`src/rtl/chebyshev_coeff_sequencer_if.sv`:
```
// Bundle of the sample intake, coefficient write port and beat output stream
// of chebyshev_coeff_sequencer. The sequencer connects to the slave modport.
interface chebyshev_coeff_sequencer_if #(
    parameter int WL = 8,
    parameter int CL = 8,
    parameter int AW = 2
);
    logic signed [WL-1:0] x_in;
    logic                 x_valid;
    logic                 x_ready;
    logic                 coeff_wr_en;
    logic [AW-1:0]        coeff_wr_addr;
    logic signed [CL-1:0] coeff_wr_data;
    logic                 coeff_wr_err;
    logic signed [WL-1:0] data_out;
    logic signed [CL-1:0] coeff_out;
    logic                 out_valid;
    logic                 out_ready;
    logic                 first_out;
    logic                 last_out;

    modport slave (
        input  x_in, x_valid, coeff_wr_en, coeff_wr_addr, coeff_wr_data, out_ready,
        output x_ready, coeff_wr_err, data_out, coeff_out, out_valid, first_out, last_out
    );

    modport master (
        output x_in, x_valid, coeff_wr_en, coeff_wr_addr, coeff_wr_data, out_ready,
        input  x_ready, coeff_wr_err, data_out, coeff_out, out_valid, first_out, last_out
    );
endinterface

```
`src/rtl/chebyshev_coeff_sequencer.sv`:
```
// Streams ORDER (x, c_k) beats per accepted sample from a programmable
// coefficient bank, with first/last markers and full downstream stall support.
module chebyshev_coeff_sequencer #(
    parameter int WL    = 8,
    parameter int CL    = 8,
    parameter int ORDER = 4,
    parameter int AW    = 2
) (
    input  logic                          clock,
    input  logic                          resetn,
    chebyshev_coeff_sequencer_if.slave    bus
);
    typedef enum logic {IDLE = 1'b0, ISSUE = 1'b1} state_t;

    state_t                   state_reg, state_next;
    logic [AW-1:0]            idx_reg, idx_next, idx_plus;
    logic                     x_ready_reg, x_ready_next;
    logic                     out_valid_reg, out_valid_next;
    logic signed [WL-1:0]     data_reg, data_next;
    logic signed [CL-1:0]     coeff_reg, coeff_next;
    logic                     first_reg, first_next;
    logic                     last_reg, last_next;
    logic                     err_reg, err_next;

    logic [ORDER-1:0][CL-1:0] coeff_bank;
    logic [ORDER-1:0]         bank_we;
    logic                     accept, beat_done, frame_end, wr_ok;

    assign accept    = (state_reg == IDLE) && bus.x_valid && x_ready_reg;
    assign beat_done = (state_reg == ISSUE) && out_valid_reg && bus.out_ready;
    assign frame_end = beat_done && (32'(idx_reg) == ORDER - 1);
    assign idx_plus  = idx_reg + AW'(1);
    // Writes land only while no frame is using the bank, including the accept edge.
    assign wr_ok     = bus.coeff_wr_en && (state_reg == IDLE) && !accept
                       && (32'(bus.coeff_wr_addr) < ORDER);

    for (genvar gi = 0; gi < ORDER; gi++) begin : g_bank
        logic signed [CL-1:0] c_reg;

        assign bank_we[gi] = wr_ok && (32'(bus.coeff_wr_addr) == gi);

        always_ff @(posedge clock or negedge resetn) begin
            if (!resetn) begin
                c_reg <= '0;
            end else if (bank_we[gi]) begin
                c_reg <= bus.coeff_wr_data;
            end
        end

        assign coeff_bank[gi] = c_reg;
    end

    always_ff @(posedge clock or negedge resetn) begin
        if (!resetn) begin
            state_reg     <= IDLE;
            idx_reg       <= '0;
            x_ready_reg   <= 1'b0;
            out_valid_reg <= 1'b0;
            data_reg      <= '0;
            coeff_reg     <= '0;
            first_reg     <= 1'b0;
            last_reg      <= 1'b0;
            err_reg       <= 1'b0;
        end else begin
            state_reg     <= state_next;
            idx_reg       <= idx_next;
            x_ready_reg   <= x_ready_next;
            out_valid_reg <= out_valid_next;
            data_reg      <= data_next;
            coeff_reg     <= coeff_next;
            first_reg     <= first_next;
            last_reg      <= last_next;
            err_reg       <= err_next;
        end
    end

    always_comb begin
        state_next = state_reg;
        case (state_reg)
            IDLE:    if (accept)    state_next = ISSUE;
            ISSUE:   if (frame_end) state_next = IDLE;
            default:                state_next = IDLE;
        endcase
    end

    // Every output is registered; this block computes what each register loads.
    always_comb begin
        idx_next       = idx_reg;
        x_ready_next   = x_ready_reg;
        out_valid_next = out_valid_reg;
        data_next      = data_reg;
        coeff_next     = coeff_reg;
        first_next     = first_reg;
        last_next      = last_reg;
        err_next       = bus.coeff_wr_en && !wr_ok;
        case (state_reg)
            IDLE: begin
                x_ready_next   = 1'b1;
                out_valid_next = 1'b0;
                if (accept) begin
                    x_ready_next   = 1'b0;
                    out_valid_next = 1'b1;
                    data_next      = bus.x_in;
                    coeff_next     = coeff_bank[0];
                    first_next     = 1'b1;
                    last_next      = (ORDER == 1);
                    idx_next       = '0;
                end
            end
            ISSUE: begin
                if (frame_end) begin
                    out_valid_next = 1'b0;
                    first_next     = 1'b0;
                    last_next      = 1'b0;
                    x_ready_next   = 1'b1;
                end else if (beat_done) begin
                    idx_next   = idx_plus;
                    coeff_next = coeff_bank[idx_plus];
                    first_next = 1'b0;
                    last_next  = (32'(idx_plus) == ORDER - 1);
                end
            end
            default: ;
        endcase
    end

    assign bus.x_ready      = x_ready_reg;
    assign bus.out_valid    = out_valid_reg;
    assign bus.data_out     = data_reg;
    assign bus.coeff_out    = coeff_reg;
    assign bus.first_out    = first_reg;
    assign bus.last_out     = last_reg;
    assign bus.coeff_wr_err = err_reg;
endmodule

```
`src/flat_wrapper.sv`:
```
// flat-port wrapper written by rule: the top's interface ports become plain ports
module chebyshev_coeff_sequencer_flat 
#(
    parameter int WL    = 8,
    parameter int CL    = 8,
    parameter int ORDER = 4,
    parameter int AW    = 2
)
  (clock, resetn, bus_x_in, bus_x_valid, bus_coeff_wr_en, bus_coeff_wr_addr, bus_coeff_wr_data, bus_out_ready, bus_x_ready, bus_coeff_wr_err, bus_data_out, bus_coeff_out, bus_out_valid, bus_first_out, bus_last_out);
  chebyshev_coeff_sequencer_if #(.WL(WL), .CL(CL), .AW(AW)) bus_i ();
  input  logic clock;
  input  logic resetn;
  input wire logic [$bits(bus_i.x_in)-1:0] bus_x_in;
  input wire logic [$bits(bus_i.x_valid)-1:0] bus_x_valid;
  input wire logic [$bits(bus_i.coeff_wr_en)-1:0] bus_coeff_wr_en;
  input wire logic [$bits(bus_i.coeff_wr_addr)-1:0] bus_coeff_wr_addr;
  input wire logic [$bits(bus_i.coeff_wr_data)-1:0] bus_coeff_wr_data;
  input wire logic [$bits(bus_i.out_ready)-1:0] bus_out_ready;
  output wire logic [$bits(bus_i.x_ready)-1:0] bus_x_ready;
  output wire logic [$bits(bus_i.coeff_wr_err)-1:0] bus_coeff_wr_err;
  output wire logic [$bits(bus_i.data_out)-1:0] bus_data_out;
  output wire logic [$bits(bus_i.coeff_out)-1:0] bus_coeff_out;
  output wire logic [$bits(bus_i.out_valid)-1:0] bus_out_valid;
  output wire logic [$bits(bus_i.first_out)-1:0] bus_first_out;
  output wire logic [$bits(bus_i.last_out)-1:0] bus_last_out;
  assign bus_i.x_in = bus_x_in;
  assign bus_i.x_valid = bus_x_valid;
  assign bus_i.coeff_wr_en = bus_coeff_wr_en;
  assign bus_i.coeff_wr_addr = bus_coeff_wr_addr;
  assign bus_i.coeff_wr_data = bus_coeff_wr_data;
  assign bus_i.out_ready = bus_out_ready;
  assign bus_x_ready = bus_i.x_ready;
  assign bus_coeff_wr_err = bus_i.coeff_wr_err;
  assign bus_data_out = bus_i.data_out;
  assign bus_coeff_out = bus_i.coeff_out;
  assign bus_out_valid = bus_i.out_valid;
  assign bus_first_out = bus_i.first_out;
  assign bus_last_out = bus_i.last_out;
  chebyshev_coeff_sequencer #(.WL(WL), .CL(CL), .ORDER(ORDER), .AW(AW)) u_core (.clock(clock), .resetn(resetn), .bus(bus_i));
endmodule
```
`config.mk`:
```
export PLATFORM = sky130hd
export DESIGN_NAME = chebyshev_coeff_sequencer_flat
export DESIGN_NICKNAME = d
export VERILOG_FILES = /design/src/rtl/chebyshev_coeff_sequencer_if.sv /design/src/rtl/chebyshev_coeff_sequencer.sv /design/src/flat_wrapper.sv
export SDC_FILE = /design/constraint.sdc
export NUM_CORES = 1
export LEC_CHECK = 0
export BUFFER_PORTS_ARGS = -buffer_cell sky130_fd_sc_hd__buf_2
export CAP_MARGIN = 0
export CORE_MARGIN = 1.5
export CORE_UTILIZATION = 35
export DETAILED_ROUTE_END_ITERATION = 10
export GPL_TIMING_DRIVEN = 1
export HOLD_SLACK_MARGIN = 0.1
export PLACE_DENSITY = 0.61
export SLEW_MARGIN = 30
export SYNTH_ARGS = -nofsm -noshare
export SYNTH_HDL_FRONTEND = slang
export SYNTH_SLANG_ARGS = --single-unit
export TNS_END_PERCENT = 100
```
`constraint.sdc`:
```
create_clock -name clock -period 2.5 [get_ports clock]
set_input_delay 0.625 -clock clock [delete_from_list [all_inputs] [get_ports clock]]
set_output_delay 0.625 -clock clock [all_outputs]
set_load 0.05 [all_outputs]
```
-- Word level (Yosys, flattened, before mapping)
Cells that the tools add are included.
- bits in registers: 56
- bits in latches: 0
- RAM bits: 0
- ROM bits: 0
- bits of input ports: 23
- output and inout port bits: 21
- word-level logic and storage cells: 70
- memories: 0
- add/sub/neg operators: 1
- multiply operators: 0
- div/mod/pow operators: 0
- magnitude comparators: 1
- equal/unequal tests: 10
- shift-type cells: 0
- mux-type cells: 26
- bitwise gates (word level): 1
- reduce and logical (&&, ||, !) cells: 18
- operators by type and width (operator ; count):
    8-bit two-way mux ; 4
    8-bit binary-select mux with 2-bit select ; 1
    8-bit case mux with 2 select lines ; 1
    1-bit logical AND ; 12
    1-bit two-way mux ; 11
    1-bit case mux with 2 select lines ; 5
    2-bit == test, second input constant ; 4
    2-bit two-way mux ; 3
    2-bit inequality test, second input constant ; 3
    2-bit case mux with 2 select lines ; 1
    2-bit AND reduction ; 2
    2-bit by 3-bit < comparator with 1-bit output, second input constant ; 1
    3-bit inequality test, second input constant ; 1
    3-bit AND reduction ; 1
    2-bit by 1-bit adder with 2-bit output, second input constant ; 1
    2-bit by 1-bit == test with 1-bit output, second input constant ; 1
    1-bit zero test ; 2
    2-bit zero test ; 1
    2-bit by 1-bit inequality test with 1-bit output, second input constant ; 1
    1-bit inverter ; 1

-- Longest topological paths before layout
Gate-level depths: netlist of the first run.
- depth after elaboration: 7
- gate-level depth with buffers: 7
- mapped depth without buffers: 5

-- Least setup slack after synthesis of the first run
Ideal clock, no wire load.
- path kind: flip-flop to flip-flop
- start point: reg u_core.x_ready_reg (netlist: u_core.bus.x_ready)
- end point: reg u_core.g_bank[0].c_reg[0]
- library setup time: 125 ps
- data arrival time: 1460 ps
- required time: 2375 ps
- slack: 916 ps
- cell stages (with the launch flop): 5
- clock period less this slack: 1584 ps
- path through: dfrtp_1 > nand2_2 > and4bb_1 > buf_4 > mux2_2
- cells in the longest elaborated chain, start to end: 4
- ends and longest elaborated chain (item ; line ; text):
    from (decl) ; chebyshev_coeff_sequencer.sv:17 ; logic x_ready_reg, x_ready_next;
    from (signal assigned) ; chebyshev_coeff_sequencer.sv:67 ; x_ready_reg <= x_ready_next;
    1-bit logical AND ; chebyshev_coeff_sequencer.sv:29 ; assign accept = (state_reg == IDLE) && bus.x_valid && x_ready_reg;
    1-bit zero test ; chebyshev_coeff_sequencer.sv:34 ; assign wr_ok = bus.coeff_wr_en && (state_reg == IDLE) && !accept
    1-bit logical AND ; chebyshev_coeff_sequencer.sv:34 ;
    1-bit logical AND ; chebyshev_coeff_sequencer.sv:40 ; assign bank_we[gi] = wr_ok && (32'(bus.coeff_wr_addr) == gi);
    to (signal assigned) ; chebyshev_coeff_sequencer.sv:46 ; c_reg <= bus.coeff_wr_data;
    to (decl) ; chebyshev_coeff_sequencer.sv:38 ; logic signed [CL-1:0] c_reg;
No other way between the ends.
A chain may end at the register's enable or synchronous reset.

-- Worst setup path after layout of the first run
- start point: reg u_core.state_reg
- end point: reg u_core.g_bank[0].c_reg[0]
- cells in the longest elaborated chain, start to end: 6
- elaborated cells between the ends (all ways): 7
- ends and longest elaborated chain (item ; line ; text):
    from (decl) ; chebyshev_coeff_sequencer.sv:15 ; state_t state_reg, state_next;
    from (signal assigned) ; chebyshev_coeff_sequencer.sv:65 ; state_reg <= state_next;
    1-bit inverter (no line) (*) ; n/a ;
    1-bit logical AND (2 in a row) ; chebyshev_coeff_sequencer.sv:29 ;
    1-bit zero test ; chebyshev_coeff_sequencer.sv:34 ;
    1-bit logical AND (*) ; chebyshev_coeff_sequencer.sv:34 ;
    1-bit logical AND (*) ; chebyshev_coeff_sequencer.sv:40 ;
Mark *: on every way between the ends. The rest lies on a longest branch, timed or not.

==> flow_summary_export.csv, run 1 <==
group,metric,value,unit
floorplan,die_x,87.9,µm
detailed_routing,avgViaCountPerCell,4.85,
setup_path,startpoint_type,"register",
power,finalPower,3.98,mW
yosys,synth_seq_cells,56,
sta,fin_crit,1800,ps
sta,tns,0,ps
layout,largest_register_ffs,32,
global_route,grt_max_degree,57,
cts,numCtsBuffers,5,
setup_path,crit_fanout,12,
power,peakVddDrop,0.607,mV
placed_design,post-dp-hpwl,3230,µm
cts,clock_path_buffers,2,
yosys,seq_area_frac_synth,0.556,
sta,rsz0062_at_grt,"no",
power,pwr-share-seq,0.401,
yosys,synth_area_leaders,"dfrtp_1 56%, mux2_2 14%, mux4_1 8.3%, nand2_1 4.6%, mux2i_1 3.2%",
yosys,synth.largest_area_cell,"dfrtp_1",
floorplan,initial_core_util,0.367,
global_route,grt_first_pass_wirelength,7990,µm
setup_path,crit_type,"reg -> reg",
cts,clk_pin_slew,100,ps
setup_path,endpoint_kind,"register",
sta,slew_headroom,0.521,
global_route,grt_pass1_vias,1638,
yosys,syn_inst,186,
sta,hold_viol,0,
placed_design,port_buffers,43,
floorplan,placement_rows,30,
setup_path,required,2690,ps
detailed_routing,drc,0,
yosys,syn_area_per_cell,13.5,µm²
sta,min_period_over_period,0.721,
floorplan,die_y,87.9,µm
sta,fin_skew,9.21,ps
layout,n_antenna_cell,0,
floorplan,core-area,6870,µm²
layout,drive_above_1_share,0.397,
power,p_switching,1.67,mW
detailed_routing,routedWlPerCell,14.8,µm
worst_hold_path,min_path_type,"in -> async",
flow_run,drv_cap,0,
yosys,ys_types,26,
cts,cts_tree,"done",
detailed_routing,num_vias,1590,
global_route,grt_usage,0.137,
power,p_per_area,1360,nW/µm²
placed_design,gp_congestion,0.702,
power,power.static_leakage,1.49,nW
floorplan,io_pins,44,
detailed_routing,drt_wl_total,4850,µm
sta,setup-violations-final,0,
cts,htreeDepth,2,
global_route,antenna_found_initial,0,
power,power.share.clock,0.127,
cts,root_buffer,"clkbuf_8",
detailed_routing,dr.pass1.iters,5,
floorplan,die-area,7720,µm²
sta,max_freq,0.555,GHz
detailed_routing,postRouteAntennaNets,0,
cts,cts_hold_buf,0,
sta,worstMarginPinSlew,719,ps
setup_path,max_stage_delay,560,ps
power,swShare,0.418,
setup_path,worstPathCellList,"nor2b_4 -> and4bb_1 -> mux2_2",
cts,post_cts_resized,0,
yosys,synth_top_area_frac,0.556,
global_route,overflow,0,
power,p_int,2.32,mW
yosys,syn-num-nets,211,
yosys,ys_warn_count,0,
cts,insertion_delay,310,ps
setup_path,r2r_setup_slack,700,ps
layout,nets,256,
cts,clock_sink_count,56,
yosys,syn-cell-area,2520,µm²
sta,finalMaxSlewViolations,0,
power,power_frac_comb,0.471,
setup_path,cpMaxStageDelayCell,"dfrtp_1",
cts,post_cts_buffers,0,
layout,syn_to_final_growth,16.1,%
detailed_routing,drt_iter0_markers,80,
run_status,status,"complete, no violations",
layout,fin_util,0.426,
setup_path,arrival,2000,ps
power by group through the flow:
stage / Clock [mW] / Combinational, mW / Sequential [mW]
final: 0.506 / 1.88 / 1.60
after global routing: 0.572 / 2.04 / 1.66
after CTS: 0.533 / 1.90 / 1.60
after detailed placement: 0 / 1.90 / 1.62
after global placement: 0 / 1.86 / 1.60
after floorplan: 0 / 0.996 / 2.10
cell usage after synthesis:
| cell type | instances |
|---|---|
| ha_1 | 2 |
| nor3_1 | 8 |
| nor2b_1 | 1 |
| nand3b_1 | 1 |
| and4bb_1 | 1 |
| clkbuf_2 | 1 |
| inv_1 | 2 |
| mux2_2 | 32 |
| dfrtp_1 | 56 |
| and4b_1 | 1 |
| nand3_1 | 6 |
| nand2_1 | 31 |
| and3b_1 | 1 |
| buf_6 | 2 |
| nand2_2 | 1 |
| nor2b_4 | 1 |
| o21a_1 | 1 |
| buf_2 | 3 |
| a21oi_1 | 9 |
| nand4_2 | 1 |
| buf_4 | 3 |
| nand4b_2 | 2 |
| nand4b_1 | 1 |
| o21ai_0 | 3 |
| mux4_1 | 8 |
| mux2i_1 | 8 |
kinds of logic after synthesis:
group                    share of synthesized area
AND/OR/NAND/NOR                              0.120
flip-flops                                   0.556
multiplexers                                 0.258
AO/OA/AOI/OAI                               0.0268
buffers and inverters                       0.0288
adder cells (fa/ha/maj)                    0.00993
worst max-delay path, delay by kind of cell, from the launching register on:
| kind | cells | cell delay, ps |
|---|---|---|
| and+or+nand+nor | 2 | 740 |
| DFF | 1 | 560 |
| muxes | 1 | 390 |
metal layers:
metal  wire (µm)  GRT usage  up-vias
met4          34     0.0303        0
met1        2200      0.173      783
met5           0          0        -
met2        2330      0.237       45
met3         289     0.0358        4
li1            -          -      758
placed cells by master (no fill, tap or decap), drive strengths merged:
master  synthesis  layout
inv             2       2
nand2          32      32
a21oi           9       9
nor3            8       8
clkbuf          1       6
mux2           32      32
clkinv          0       2
o21ai           3       3
and3b           1       1
nand4           1       1
mux2i           8       8
dfrtp          56      56
o21a            1       1
buf             8      47
nand3b          1       1
and4bb          1       1
mux4            8       8
and4b           1       1
ha              2       2
nor2b           2       2
nand3           6       6
nand4b          3       3
final timing paths:
check | endpoint | start | cells past startpoint
setup reg to reg | u_core.g_bank[0].c_reg[0] | u_core.state_reg | 3
min in group clock | u_core.bus.data_out[0] | u_core.bus.data_out[0] | 2
max in group asynchronous | u_core.g_bank[1].c_reg[0] | resetn | 2
hold / removal | u_core.g_bank[3].c_reg[0] | resetn | 2
hold reg to reg | u_core.bus.data_out[0] | u_core.bus.data_out[0] | 2
setup / recovery | u_core.g_bank[0].c_reg[0] | u_core.state_reg | 3
stage by stage:
step                      cell area [µm²]  hold slack (ps)  std cells  setup WS (ps)
after global placement               2830              452        320            606
after global routing                 2930              311        328            615
after detailed placement             2830              459        320            569
final                                2930              298        328            697
after CTS                            2930              314        328            673
after floorplan                      2520              329        186            916
layout make-up:
class                   instances  area, µm²
flip-flops and latches         56       1400
repair buffers                 47        258
multi-input cells             119       1050
clock inverters                 2       10.0
fillers                       667       3940
inverters                       2       7.51
well taps                      96        120
clock buffers                   6       82.6
Power figures use the tool's default switching activity.
==> run 2: changes to the inputs <==
clock period = 1.75 ns   (was 2.5 ns; I/O delays follow)
==> run 2 against run 1 <==
Global-route usage about the same; largest cell class unchanged; final cell count increased by 1.2%; non-clock buffer count increased by 4; power grew 44%; highest routed layer unchanged.
==> flow_summary_export.csv, run 2 (synthesis results as in run 1) <==
group,metric,value,unit
floorplan,io_pins,44,
detailed_routing,avgViaCountPerCell,4.78,
cts,cts_tree,"done",
flow_run,drv_cap,0,
power,p_int,3.34,mW
detailed_routing,postRouteAntennaNets,0,
sta,slew_headroom,0.740,
layout,nets,260,
placed_design,post-place-ws,108,ps
detailed_routing,num_vias,1586,
power,power_frac_comb,0.476,
cts,insertion_delay,310,ps
global_route,grt_first_pass_wirelength,7900,µm
layout,post-route-cell-area,2970,µm²
cts,post_cts_resized,0,
placed_design,port_buffers,43,
power,power.share.clock,0.128,
floorplan,die_x,87.9,µm
power,power.static_leakage,1.51,nW
sta,fin_skew,4.38,ps
detailed_routing,routedWlPerCell,14.6,µm
power,pwr-share-seq,0.396,
detailed_routing,drc,0,
setup_path,cp-startpoint,"u_core.idx_reg[1]",
layout,largest_register_ffs,32,
setup_path,startpoint_type,"register",
floorplan,die-area,7720,µm²
global_route,overflow,0,
placed_design,dp.cells,324,
placed_design,gp_congestion,0.705,
cts,cts_hold_buf,0,
sta,setup_ws,125,ps
power,p_per_area,1930,nW/µm²
layout,n_antenna_cell,0,
layout,layout.cells.non_filler,332,
cts,clock_sink_count,56,
global_route,grt_usage,0.137,
setup_path,r2r_cells,4,
cts,clock_path_buffers,2,
sta,min_period_over_period,0.929,
detailed_routing,dr.pass1.iters,3,
setup_path,regToRegEndpoint,"u_core.bus.coeff_out[4]",
floorplan,initial_core_util,0.367,
layout,drive_above_1_share,0.407,
cts,root_buffer,"clkbuf_8",
cts,htreeDepth,2,
sta,fin_crit,1630,ps
power,swShare,0.417,
sta,max_freq,0.615,GHz
layout,final_cell_mix,"56 x dfrtp_1, 43 x buf_2, 32 x mux2_2",
floorplan,die_y,87.9,µm
detailed_routing,drt_iter0_markers,40,
worst_hold_path,min_path_type,"in -> async",
power,p_switching,2.39,mW
power,peakVddDrop,0.813,mV
sta,tns,0,ps
detailed_routing,drt_wl_total,4860,µm
layout,syn_to_final_growth,17.8,%
sta,worstMarginPinSlew,388,ps
run_status,status,"complete, no violations",
global_route,grt_max_degree,57,
layout,mostFrequentLayoutCell,"dfrtp_1",
sta,rsz0062_at_grt,"no",
placed_design,placed_area,2880,µm²
cts,numCtsBuffers,5,
cts,post_cts_buffers,0,
setup_path,crit_fanout,9,
sta,setup-violations-final,0,
layout,fillers,674,
setup_path,required,1940,ps
sta,finalMaxSlewViolations,0,
floorplan,placement_rows,30,
setup_path,worstReg2RegStart,"u_core.idx_reg[1]",
global_route,antenna_found_initial,0,
setup_path,r2r_setup_slack,120,ps
placed_design,post-dp-hpwl,3320,µm
setup_path,endpoint,"u_core.bus.coeff_out[4]",
floorplan,core-area,6870,µm²
cts,clk_pin_slew,90,ps
setup_path,endpoint_kind,"register",
global_route,grt_pass1_vias,1601,
sta,hold_viol,0,
setup_path,crit_type,"reg -> reg",
setup_path,arrival,1810,ps
run 2: final cells by class:
cell class	instances	area [µm²]	area share
multi-input cells	119	1050	0.352
clock inverters	2	10.0	0.00337
flip-flops and latches	56	1400	0.472
inverters	2	7.51	0.00253
well taps	96	120	0.0405
clock buffers	6	82.6	0.0278
repair buffers	51	300	0.101
run 2: power by group through the flow:
stage	clock network, mW	logic [mW]	registers (mW)
final	0.733	2.72	2.27
after floorplan	0	1.42	3.00
after detailed placement	0	2.76	2.30
after CTS	0.753	2.77	2.27
after global placement	0	2.69	2.28
after global routing	0.795	2.93	2.35
run 2: layer usage:
layer / track usage / vias up / routed length, µm
li1: - / 768 / -
met1: 0.170 / 777 / 2240
met2: 0.233 / 35 / 2360
met3: 0.0320 / 6 / 201
met4: 0.0476 / 0 / 63
met5: 0 / - / 0
run 2: worst max-delay path, stage by stage (launching register included):
cell	delay, ps
dfrtp_1	410
ha_1	510
mux4_1	350
mux2i_1	150
a21oi_1	80
run 2: worst min-delay path by stage:
stage	start	to	slack (ps)	cells after the start
after floorplan	resetn	u_core.bus.coeff_out[0]	140	0
after global placement	u_core.bus.data_out[2]	u_core.bus.data_out[2]	450	2
after detailed placement	resetn	u_core.g_bank[3].c_reg[4]	460	2
after CTS	resetn	u_core.g_bank[3].c_reg[1]	120	2
after global routing	resetn	u_core.g_bank[3].c_reg[3]	130	2
final	resetn	u_core.g_bank[3].c_reg[4]	100	2
run 2: per-stage QoR:
step	total power, mW	utilization	hold slack (ps)
CTS	5.79	0.432	121
floorplan	4.42	-	142
global placement	4.97	0.419	452
finish	5.72	0.432	95.4
global route	6.08	0.432	133
detailed placement	5.06	0.419	457
